[config.mk]
export PLATFORM = sky130hd
export DESIGN_NAME = mem_access_unit
export DESIGN_NICKNAME = d
export VERILOG_FILES = /design/src/rtl/mem_pkg.sv /design/src/rtl/mem_lane_align.sv /design/src/rtl/mem_access_unit.sv
export SDC_FILE = /design/constraint.sdc
export NUM_CORES = 1
export LEC_CHECK = 0
export CAP_MARGIN = 20
export CELL_PAD_IN_SITES_DETAIL_PLACEMENT = 1
export CELL_PAD_IN_SITES_GLOBAL_PLACEMENT = 1
export CORE_MARGIN = 4
export CORE_UTILIZATION = 36
export CTS_CLUSTER_SIZE = 20
export DETAILED_ROUTE_END_ITERATION = 16
export HOLD_SLACK_MARGIN = 0.03
export MAX_ROUTING_LAYER = met4
export PLACE_DENSITY_LB_ADDON = 0.1
export SLEW_MARGIN = 20
export SYNTH_ARGS = -nofsm -noshare
export SYNTH_HDL_FRONTEND = slang
export SYNTH_SLANG_ARGS = --single-unit
[constraint.sdc]
create_clock -name clk -period 5.3 [get_ports clk]
set_input_delay 0.53 -clock clk [delete_from_list [all_inputs] [get_ports clk]]
set_output_delay 0.53 -clock clk [all_outputs]
set_load 0.005 [all_outputs]
[src/rtl/mem_pkg.sv]
// mem_pkg: funct3 codes, FSM states and access-size helpers shared by the load/store unit
// No ports; imported by mem_lane_align and mem_access_unit.
package mem_pkg;
    localparam logic [2:0] F3_B  = 3'b000;
    localparam logic [2:0] F3_H  = 3'b001;
    localparam logic [2:0] F3_W  = 3'b010;
    localparam logic [2:0] F3_BU = 3'b100;
    localparam logic [2:0] F3_HU = 3'b101;

    typedef enum logic [1:0] {IDLE, ISSUE, WAIT, RESP} state_t;

    function automatic logic funct3_legal(input logic we, input logic [2:0] f3);
        return we ? (f3 == F3_B || f3 == F3_H || f3 == F3_W)
                  : (f3 == F3_B || f3 == F3_H || f3 == F3_W || f3 == F3_BU || f3 == F3_HU);
    endfunction

    function automatic logic [2:0] access_size(input logic [2:0] f3);
        return (f3 == F3_B || f3 == F3_BU) ? 3'd1 : (f3 == F3_H || f3 == F3_HU) ? 3'd2 : 3'd4;
    endfunction
endpackage

[src/rtl/mem_lane_align.sv]
// mem_lane_align: byte-lane placement for stores and extraction/extension for loads
// Ports: off/funct3 describe the access; wdata is LSB-aligned store data;
//        rdata_lo/rdata_hi are beat 0/1 read words; wstrb/wdata_lanes span two
//        words (low half = beat 0); rdata_ext is the extended load result.
module mem_lane_align
    import mem_pkg::*;
(
    input  logic [1:0]  off,
    input  logic [2:0]  funct3,
    input  logic [31:0] wdata,
    input  logic [31:0] rdata_lo,
    input  logic [31:0] rdata_hi,
    output logic [7:0]  wstrb,
    output logic [63:0] wdata_lanes,
    output logic [31:0] rdata_ext
);
    logic [2:0]  size;
    logic [7:0]  size_mask;
    logic [31:0] rshift;

    always_comb begin
        size        = access_size(funct3);
        size_mask   = size == 3'd4 ? 8'h0F : size == 3'd2 ? 8'h03 : 8'h01;
        wstrb       = size_mask << off;
        wdata_lanes = {32'b0, wdata} << {off, 3'b000};
        rshift      = 32'({rdata_hi, rdata_lo} >> {off, 3'b000});
        rdata_ext   = funct3 == F3_B  ? {{24{rshift[7]}}, rshift[7:0]} :
                      funct3 == F3_H  ? {{16{rshift[15]}}, rshift[15:0]} :
                      funct3 == F3_BU ? {24'b0, rshift[7:0]} :
                      funct3 == F3_HU ? {16'b0, rshift[15:0]} : rshift;
    end
endmodule

[src/rtl/mem_access_unit.sv]
// mem_access_unit: load/store engine splitting pipeline accesses into word beats
// Ports: req_* pipeline request (valid/ready), resp_* one-cycle response with
//        registered data/flags, mem_* word-wide beat interface (valid/ready
//        request, rvalid completion for reads and writes).
module mem_access_unit
    import mem_pkg::*;
#(
    parameter int ADDR_W           = 32,
    parameter bit ALLOW_MISALIGNED = 1'b1
) (
    input  logic              clk,
    input  logic              rst,
    input  logic              req_valid,
    output logic              req_ready,
    input  logic              req_we,
    input  logic [2:0]        req_funct3,
    input  logic [ADDR_W-1:0] req_addr,
    input  logic [31:0]       req_wdata,
    output logic              resp_valid,
    output logic [31:0]       resp_rdata,
    output logic              resp_err,
    output logic              resp_misalign,
    output logic              mem_req_valid,
    input  logic              mem_req_ready,
    output logic              mem_we,
    output logic [ADDR_W-1:0] mem_addr,
    output logic [31:0]       mem_wdata,
    output logic [3:0]        mem_wstrb,
    input  logic              mem_rvalid,
    input  logic [31:0]       mem_rdata
);
    state_t            state, state_nx;
    logic              we_q;
    logic [2:0]        f3_q;
    logic [ADDR_W-1:0] addr_q;
    logic [31:0]       wdata_q;
    logic              beat;
    logic [1:0]        nbeats;
    logic [31:0]       slot0, slot1;
    logic [7:0]        wstrb8;
    logic [63:0]       wdata64;
    logic [31:0]       ext, lo, hi;
    logic [2:0]        req_end;
    logic              legal, split, last;

    assign legal   = funct3_legal(req_we, req_funct3);
    assign req_end = {1'b0, req_addr[1:0]} + access_size(req_funct3);
    assign split   = req_end > 3'd4;
    assign last    = beat || nbeats == 2'd1;

    // The word arriving this cycle stands in for its slot so the final
    // response can be registered on the same edge that captures it.
    assign lo = beat ? slot0 : mem_rdata;
    assign hi = beat ? mem_rdata : slot1;

    mem_lane_align u_align (
        .off        (addr_q[1:0]),
        .funct3     (f3_q),
        .wdata      (wdata_q),
        .rdata_lo   (lo),
        .rdata_hi   (hi),
        .wstrb      (wstrb8),
        .wdata_lanes(wdata64),
        .rdata_ext  (ext)
    );

    assign req_ready     = state == IDLE && !rst;
    assign resp_valid    = state == RESP;
    assign mem_req_valid = state == ISSUE;
    assign mem_we        = we_q;
    assign mem_addr      = {addr_q[ADDR_W-1:2], 2'b00} + {{(ADDR_W-3){1'b0}}, beat, 2'b00};
    assign mem_wdata     = beat ? wdata64[63:32] : wdata64[31:0];
    assign mem_wstrb     = !we_q ? 4'b0000 : beat ? wstrb8[7:4] : wstrb8[3:0];

    always_comb begin
        state_nx = state;
        case (state)
            IDLE:    if (req_valid) state_nx = (!legal || (split && !ALLOW_MISALIGNED)) ? RESP : ISSUE;
            ISSUE:   if (mem_req_ready) state_nx = WAIT;
            WAIT:    if (mem_rvalid) state_nx = last ? RESP : ISSUE;
            default: state_nx = IDLE;
        endcase
    end

    always_ff @(posedge clk or posedge rst) begin
        if (rst) begin
            state         <= IDLE;
            we_q          <= 1'b0;
            f3_q          <= 3'b0;
            addr_q        <= '0;
            wdata_q       <= '0;
            beat          <= 1'b0;
            nbeats        <= 2'd0;
            slot0         <= '0;
            slot1         <= '0;
            resp_rdata    <= '0;
            resp_err      <= 1'b0;
            resp_misalign <= 1'b0;
        end else begin
            state <= state_nx;
            if (state == IDLE && req_valid) begin
                we_q    <= req_we;
                f3_q    <= req_funct3;
                addr_q  <= req_addr;
                wdata_q <= req_wdata;
                beat    <= 1'b0;
                nbeats  <= split ? 2'd2 : 2'd1;
                if (state_nx == RESP) begin
                    resp_rdata    <= '0;
                    resp_err      <= !legal;
                    resp_misalign <= legal;
                end
            end
            if (state == WAIT && mem_rvalid) begin
                if (beat) slot1 <= mem_rdata;
                else slot0 <= mem_rdata;
                if (!last) beat <= 1'b1;
                if (last) begin
                    resp_rdata    <= we_q ? 32'b0 : ext;
                    resp_err      <= 1'b0;
                    resp_misalign <= 1'b0;
                end
            end
        end
    end
endmodule

=== Word level (Yosys, flattened, before mapping) ===
Index checks and enable logic that the tools add are counted.

* Register bits after elaboration: 171

* Add/subtract/negate cells: 2
* Order comparisons: 1
* Equality and inequality tests: 14
* Shift-type cells: 3
* Muxes and demuxes: 39
* Reductions and logical operators: 17

{| class="wikitable"
|+ Operators with widths
! kind !! number
|-
| $mux 32 || 12
|-
| $shl 32x5->64 || 1
|-
| $shr 64x5->32 || 1
|-
| $add 32x3->32 || 1
|-
| $eq 3x3->1 const B || 5
|-
| $mux 2 || 7
|-
| $mux 1 || 12
|-
| $mux 3 || 4
|-
| $logic_or 1x1->1 || 9
|-
| $mux 4 || 2
|-
| $mux 8 || 1
|-
| $shl 8x2->8 || 1
|-
| $eq 2x2->1 const B || 3
|-
| $eq 3x1->1 const B || 2
|-
| $eq 3x2->1 const B || 2
|-
| $logic_not 3->1 || 2
|-
| $pmux 2 s3 || 1
|-
| $eq 2x1->1 const B || 2
|-
| $add 2x3->3 || 1
|-
| $gt 3x3->1 const B || 1
|-
| $logic_and 1x1->1 || 3
|-
| $logic_not 1->1 || 2
|-
| $logic_not 2->1 || 1
|}

=== Depth between registers and ports, before layout ===
Gate-level depths: netlist of run 1.

* Depth after elaboration: 14
* Mapped depth: 8

=== Cells and area by module ===
From an unflattened synthesis of run 1, not the netlist that was laid out.

* Cells, all modules: 1115
* Area, all modules: 10267.3 µm²

{| class="wikitable"
|+ By module, submodules not included
! module !! times used !! cells each !! area an instance (µm²)
|-
| mem_access_unit || 1 || 873 || 8229.1
|-
| mem_lane_align || 1 || 242 || 2038.2
|}

=== Least setup slack after synthesis of run 1 ===
No wires, ideal clock.

* Path type: reg2out
* Start point: register addr_q[0]
* End point: output port mem_wdata[7]
* Data arrival time: 1.695 ns
* Required time: 4.770 ns
* Setup slack: 3.075 ns
* Cell stages (with the launch flop): 8
* Buffers on the path: 4
* Path through: dfrtp_1 -> buf_2 -> buf_2 -> buf_2 -> buf_4 -> mux2i_1 -> o21ai_0 -> a22o_1

* Longest elaborated chain between the ends: 2

{| class="wikitable"
|+ RTL lines
! item !! line !! RTL
|-
| from (decl) || mem_access_unit.sv:35 || <nowiki>logic [ADDR_W-1:0] addr_q;</nowiki>
|-
| from (signal assigned) || mem_access_unit.sv:104 || <nowiki>addr_q <= req_addr;</nowiki>
|-
| $shl 32x5->64 || mem_lane_align.sv:25 || <nowiki>wdata_lanes = {32'b0, wdata} << {off, 3'b000};</nowiki>
|-
| $mux 32 || mem_access_unit.sv:72 || <nowiki>assign mem_wdata = beat ? wdata64[63:32] : wdata64[31:0];</nowiki>
|-
| to (decl) || mem_access_unit.sv:27 || <nowiki>output logic [31:0] mem_wdata,</nowiki>
|}

Every way passes these cells.

=== Final worst setup path of run 1 ===
* Start point: register beat
* End point: output port mem_addr[26]

* Longest elaborated chain between the ends: 1

{| class="wikitable"
|+ RTL lines
! item !! line !! RTL
|-
| from (decl) || mem_access_unit.sv:37 || <nowiki>logic beat;</nowiki>
|-
| from (signal assigned) || mem_access_unit.sv:92 || <nowiki>beat <= 1'b0;</nowiki>
|-
| from (signal assigned) || mem_access_unit.sv:106 || <nowiki>beat <= 1'b0;</nowiki>
|-
| from (signal assigned) || mem_access_unit.sv:117 || <nowiki>if (!last) beat <= 1'b1;</nowiki>
|-
| $add 32x3->32 || mem_access_unit.sv:71 || <nowiki>assign mem_addr = {addr_q[ADDR_W-1:2], 2'b00} + {{(ADDR_W-3){1'b0}}, beat, 2'b00};</nowiki>
|-
| to (decl) || mem_access_unit.sv:26 || <nowiki>output logic [ADDR_W-1:0] mem_addr,</nowiki>
|}

Every way passes these cells.

==> flow_summary.ini, run 1 <==
[synth]
synth_cells = 825
yosys.cell_types.count = 57
synth-seq-cells = 163
ys_seq_area_share_pct = 43.3
synth-warning-count = 0
syn_area_mm2 = 0.00942
yosysTopAreaCellShare_pct = 43.3
synthArstFlopShare_pct = 100
syn_avg_cell_area_um2 = 11.4
yosys.area.top_type = dfrtp_1
synth_edf_count = 0
synth_ff_type = dfrtp_1
synthTopCellsByArea = dfrtp_1 (43%), mux2_2 (15%), mux4_2 (7.4%)

[worst_setup_path]
endpoint_kind = primary output
path_max_fanout = 32
ff2ff_setup_slack_ns = 2.06
crit_arrival_ns = 3.31
crit_required_ns = 4.77
crit_type = flip-flop to primary output
worst_setup_path_start_kind = flip-flop

[timing]
rsz0062_at_grt = false
fmax_mhz = 261
skew_ns = 0.0101
slew_headroom_pct = 27.9
fin_tns_setup_ns = 0
tightest_slew_ns = 1.08
finalSetupViolCount = 0
final-hold-violation-count = 0
timing.final.crit_share_pct = 72.4
min_period_ns = 3.84
drv_slew = 0

[cts]
cts_inserted_buffers = 17
clk_pin_slew_ns = 0.07
cts_tree = yes
ctsResizeCount = 0
hold_buffers = 0
clock_path_buffers = 2
cts.htree.levels = 4
cts_root_buf = clkbuf_16
clk_latency_ns = 0.43
post_cts_buffers = 0
cts.sinks = 163

[floorplanning]
start_util_pct = 37.0
dieArea_mm2 = 0.0288
die_y_um = 170
pin_count = 211
fp.dieW_um = 170
coreArea_mm2 = 0.0255
rows = 58

[route]
routed_wl_um = 29700
vias = 7503
post_drt_wl_per_cell_um = 22.0
vias_per_cell = 5.56
detail-route-antenna-nets = 0
dr.pass1.iters = 4
drc = 0
drtIter0Drc = 449

[power]
p_per_area_mw_per_mm2 = 632
p_leak_nw = 4.95
vdd_drop_max_mv = 0.271
finalPower_w = 0.00783

[global_route]
grt_antenna_before_repair = 1
overflow = 0
grt_max_degree = 87
grt_pass1_vias = 7930
grt_pass1_wl_um = 46500
track_usage_pct = 21.2

[run_status]
run_status = finished, final reports clean

[hold_path]
hp-class = flip-flop to flip-flop

[placed_design]
dp_cells = 1316
io_buffers = 208
post-dp-hpwl_um = 20800
gp_congestion = 0.840

[finish]
area_delta_synth_final_pct = 31.5
drive_above_1_share_pct = 21.4
fillers = 2694
num-nets-final = 1114
fin_cells = 1350

[run]
cap_violations = 0
[final timing paths]
path                       cells after the start               startpoint                       end
setup / recovery                               8           beat$_DFF_PP0_              mem_addr[26]
hold / removal                                 1  resp_rdata[3]$_DFF_PP0_   resp_rdata[3]$_DFF_PP0_
setup reg to reg                               6    addr_q[0]$_DFFE_PP0P_  resp_rdata[31]$_DFF_PP0_
hold reg to reg                                1  resp_rdata[3]$_DFF_PP0_   resp_rdata[3]$_DFF_PP0_
max in group asynchronous                      3                      rst     slot0[15]$_DFFE_PP0P_
min in group asynchronous                      2                      rst    addr_q[15]$_DFFE_PP0P_
[cell usage in the layout, fill, tap and decap left out, types with 9 or more instances in the layout]
cell             instances
clkbuf_16               17
nor2_1                  26
inv_1                    9
and3_1                  14
mux4_2                  31
o2bb2ai_1               16
a22o_1                  23
nand2_1                 80
and2_1                   9
xnor2_1                 25
mux2_2                 129
buf_4                   13
clkdlybuf4s50_1        208
mux2i_1                 51
a21oi_1                 15
o21ai_0                 42
nand3_1                 18
dfrtp_1                160
nor2b_1                  9
o22ai_1                 14
[Yosys cell counts (3+ instances only)]
library cell  count
a211oi_1          8
a21oi_1          16
a221oi_1          5
a22o_1           23
a31oi_1           8
and2_1            9
and3_1           14
buf_2            25
buf_4             5
clkbuf_1         30
dfrtp_1         163
ha_1              3
inv_1            10
mux2_2          129
mux2i_1          51
mux4_2           31
nand2_1          80
nand2b_1          5
nand3_1          18
nand4_1           8
nor2_1           27
nor2b_1           9
nor3_1            5
o211ai_1          4
o21ai_0          42
o22ai_1          14
o2bb2ai_1        16
o311ai_0          4
xnor2_1          25
xor2_1            4
[kinds of logic (layout without fill, tap and decap cells)]
family	after synthesis	count (layout)	share of synthesized area, %
AO/OA/AOI/OAI	155	155	11.8
XOR/XNOR	29	29	2.70
adder cells (fa/ha/maj)	4	4	0.611
buffers and inverters	72	264	3.48
flip-flops	163	163	43.3
multiplexers	213	213	28.5
other	1	4	0.0398
AND/OR/NAND/NOR	188	188	9.61
[flip-flops by register name, summed over array words and instances, names as in the netlist]
register and flops:
resp_err 1, state 2, beat 1, mem_we 1, resp_misalign 1, addr_q 32
slot1 24, f3_q 3, wdata_q 32, nbeats 2, resp_rdata 32, slot0 32
[per-stage QoR]
| step | hold WS [ns] | cell area, µm² | utilization (%) | setup WS (ns) |
|---|---|---|---|---|
| after floorplan | 0.456 | 9430 | - | 0.365 |
| after detailed placement | 0.479 | 11800 | 46.2 | 1.85 |
| after global routing | 0.511 | 12400 | 48.6 | 1.22 |
| final | 0.494 | 12400 | 48.6 | 1.46 |
| after global placement | 0.467 | 11800 | 46.2 | 2.01 |
| after CTS | 0.496 | 12400 | 48.6 | 1.40 |
[cell type report]
cell class                      count  area [µm²]  area share [%]
Multi-Input combinational cell    591        5040            40.7
Sequential cell                   163        4090            33.0
Timing Repair Buffer              221        2180            17.6
Clock buffer                       21         440            3.56
Tap cell                          330         413            3.33
Clock inverter                     11         178            1.43
Inverter                           11        46.3           0.374
Antenna cell                        2        5.00          0.0404
[critical path, cell delays in order (launching register included)]
cell,delay (ns)
dfrtp_4,0.68
ha_1,0.27
ha_1,0.19
nand3_1,0.14
nor2_1,0.32
and3_1,0.39
nand4_1,0.17
xnor2_1,0.19
clkdlybuf4s50_1,0.52
[report_power, final]
group	switching (W)	total, W	internal (W)
registers	0.000660	0.00250	0.00184
logic	0.00176	0.00401	0.00225
clock network	0.000529	0.00132	0.000794
total	0.00294	0.00783	0.00489
[metal layers]
metal	GRT usage (%)	routed length, µm
met2	33.0	14200
met4	5.36	422
met1	29.5	13800
met3	2.98	1280
met5	-	0
Note: power is estimated with default switching activity, not from simulation.
==> inputs of run 2 (changes only) <==
Clock period 5.3 ns to 3.1 ns, I/O delays scaled along.
==> flow_summary.ini, run 2 (synthesis results as in run 1) <==
[cts]
cts_tree = yes
cts.sinks = 163
hold_buffers = 0
cts_root_buf = clkbuf_16
clock_path_buffers = 2
clk_latency_ns = 0.42
post_cts_buffers = 0
cts_inserted_buffers = 17
cts.htree.levels = 4
clk_pin_slew_ns = 0.07

[route]
drtIter0Drc = 426
dr.pass1.iters = 6
detail-route-antenna-nets = 0
vias_per_cell = 5.52
routed_wl_um = 29400
drc = 0
post_drt_wl_per_cell_um = 21.6
vias = 7536

[timing]
fin_tns_setup_ns = 0
fin_ws_ns = 0.202
fmax_mhz = 345
rsz0062_at_grt = false
timing.final.crit_share_pct = 93.5
whs_ns = 0.407
finalSetupViolCount = 0
drv_slew = 0
final-hold-violation-count = 0
skew_ns = 0.0183
tightest_slew_ns = 0.750
min_period_ns = 2.90
slew_headroom_pct = 49.9

[placed_design]
dp_worst_setup_slack_ns = 0.370
io_buffers = 208
post-dp-hpwl_um = 21200
gp_congestion = 0.857

[finish]
drive_above_1_share_pct = 23.4
num_antenna_cells = 0
layout_common_cells = clkdlybuf4s50_1 (208), dfrtp_1 (160), mux2_2 (129)
fillers = 2667
final_common_cell = clkdlybuf4s50_1
num-nets-final = 1131
area_delta_synth_final_pct = 33.5
finish.utilization_pct = 49.4

[floorplanning]
dieArea_mm2 = 0.0288
pin_count = 211
fp.dieW_um = 170
coreArea_mm2 = 0.0255
rows = 58
start_util_pct = 37.0
die_y_um = 170

[power]
vdd_drop_max_mv = 0.368
p_leak_nw = 5.05
p_per_area_mw_per_mm2 = 1070

[worst_setup_path]
crit_arrival_ns = 2.59
worstPathCellList = buf_12, inv_1, nand2_1, o22ai_1, clkdlybuf4s50_1
worst_setup_path_start_kind = flip-flop
crit_required_ns = 2.79
path_max_fanout = 81
crit_path_max_incr_delay_ns = 0.53
cpMaxStageDelayCell = clkdlybuf4s50_1
endpoint_kind = primary output
crit_type = flip-flop to primary output

[global_route]
grt_pass1_wl_um = 46200
grt_pass1_vias = 7949
grt_antenna_before_repair = 0
track_usage_pct = 21.0
overflow = 0
grt_max_degree = 82
gr-max-usage-layer = met2
grt_use_met3_pct = 3.40
use_met1_pct = 28.5
grt_use_met2_pct = 33.1

[run]
cap_violations = 0

[run_status]
run_status = finished, final reports clean

[hold_path]
hp-class = input pin to asynchronous set/reset pin
## run 2: metal layers
| metal | up-vias | wire (µm) |
|---|---|---|
| met5 | - | 0 |
| met4 | 0 | 682 |
| met2 | 191 | 14100 |
| li1 | 3460 | - |
| met1 | 3852 | 13500 |
| met3 | 33 | 1210 |
## run 2: cell type report
class | instances | area [µm²] | area share [%]
multi-input cells | 591 | 5050 | 40.2
flip-flops and latches | 163 | 4090 | 32.5
repair buffers | 238 | 2380 | 18.9
clock buffers | 20 | 457 | 3.63
well taps | 330 | 413 | 3.28
clock inverters | 12 | 145 | 1.15
inverters | 11 | 45.0 | 0.358
## run 2: critical path: cells and delay by family (launching register included)
family          cells  cell delay (ns)
simple gates        1             0.30
flops               1             0.49
buf+inv             3             1.11
compound gates      1             0.25
## run 2: where the power goes
group          switching, W  internal, W  leakage (nW)  total, W
logic               0.00308      0.00398          2.77   0.00706
clock network      0.000922      0.00125         0.282   0.00217
registers           0.00105      0.00315          2.00   0.00421
total               0.00505      0.00838          5.05    0.0134
## run 2: worst paths after layout
path / from / end / slack (ns) / cells after the start
worst min register to register: nbeats[0]$_DFFE_PP0P_ / nbeats[0]$_DFFE_PP0P_ / 0.48 / 1
worst max register to register: beat$_DFF_PP0_ / resp_rdata[31]$_DFF_PP0_ / 0.47 / 6
worst max-delay path: beat$_DFF_PP0_ / mem_wdata[14] / 0.20 / 5
max in group asynchronous: rst / addr_q[16]$_DFFE_PP0P_ / 1.94 / 3
worst min-delay path: rst / mem_we$_DFFE_PP0P_ / 0.41 / 2
min in group clk: nbeats[0]$_DFFE_PP0P_ / nbeats[0]$_DFFE_PP0P_ / 0.48 / 1
## run 2: metrics by stage
| stage | area (µm²) | power, W | instances |
|---|---|---|---|
| 2_1_floorplan | 9430 | 0.00819 | 826 |
| 3_3_place_gp | 11900 | 0.0112 | 1332 |
| 3_5_place_dp | 11900 | 0.0113 | 1332 |
| 4_1_cts | 12500 | 0.0136 | 1364 |
| 5_1_grt | 12600 | 0.0144 | 1365 |
| 6_report | 12600 | 0.0134 | 1365 |
## run 2: what timing repair did
| action | CTS | global route |
|---|---|---|
| gates resized for setup | 0 | 5 |
| setup endpoints to repair | 0 | 8 |
| hold endpoints to repair | 0 | 0 |
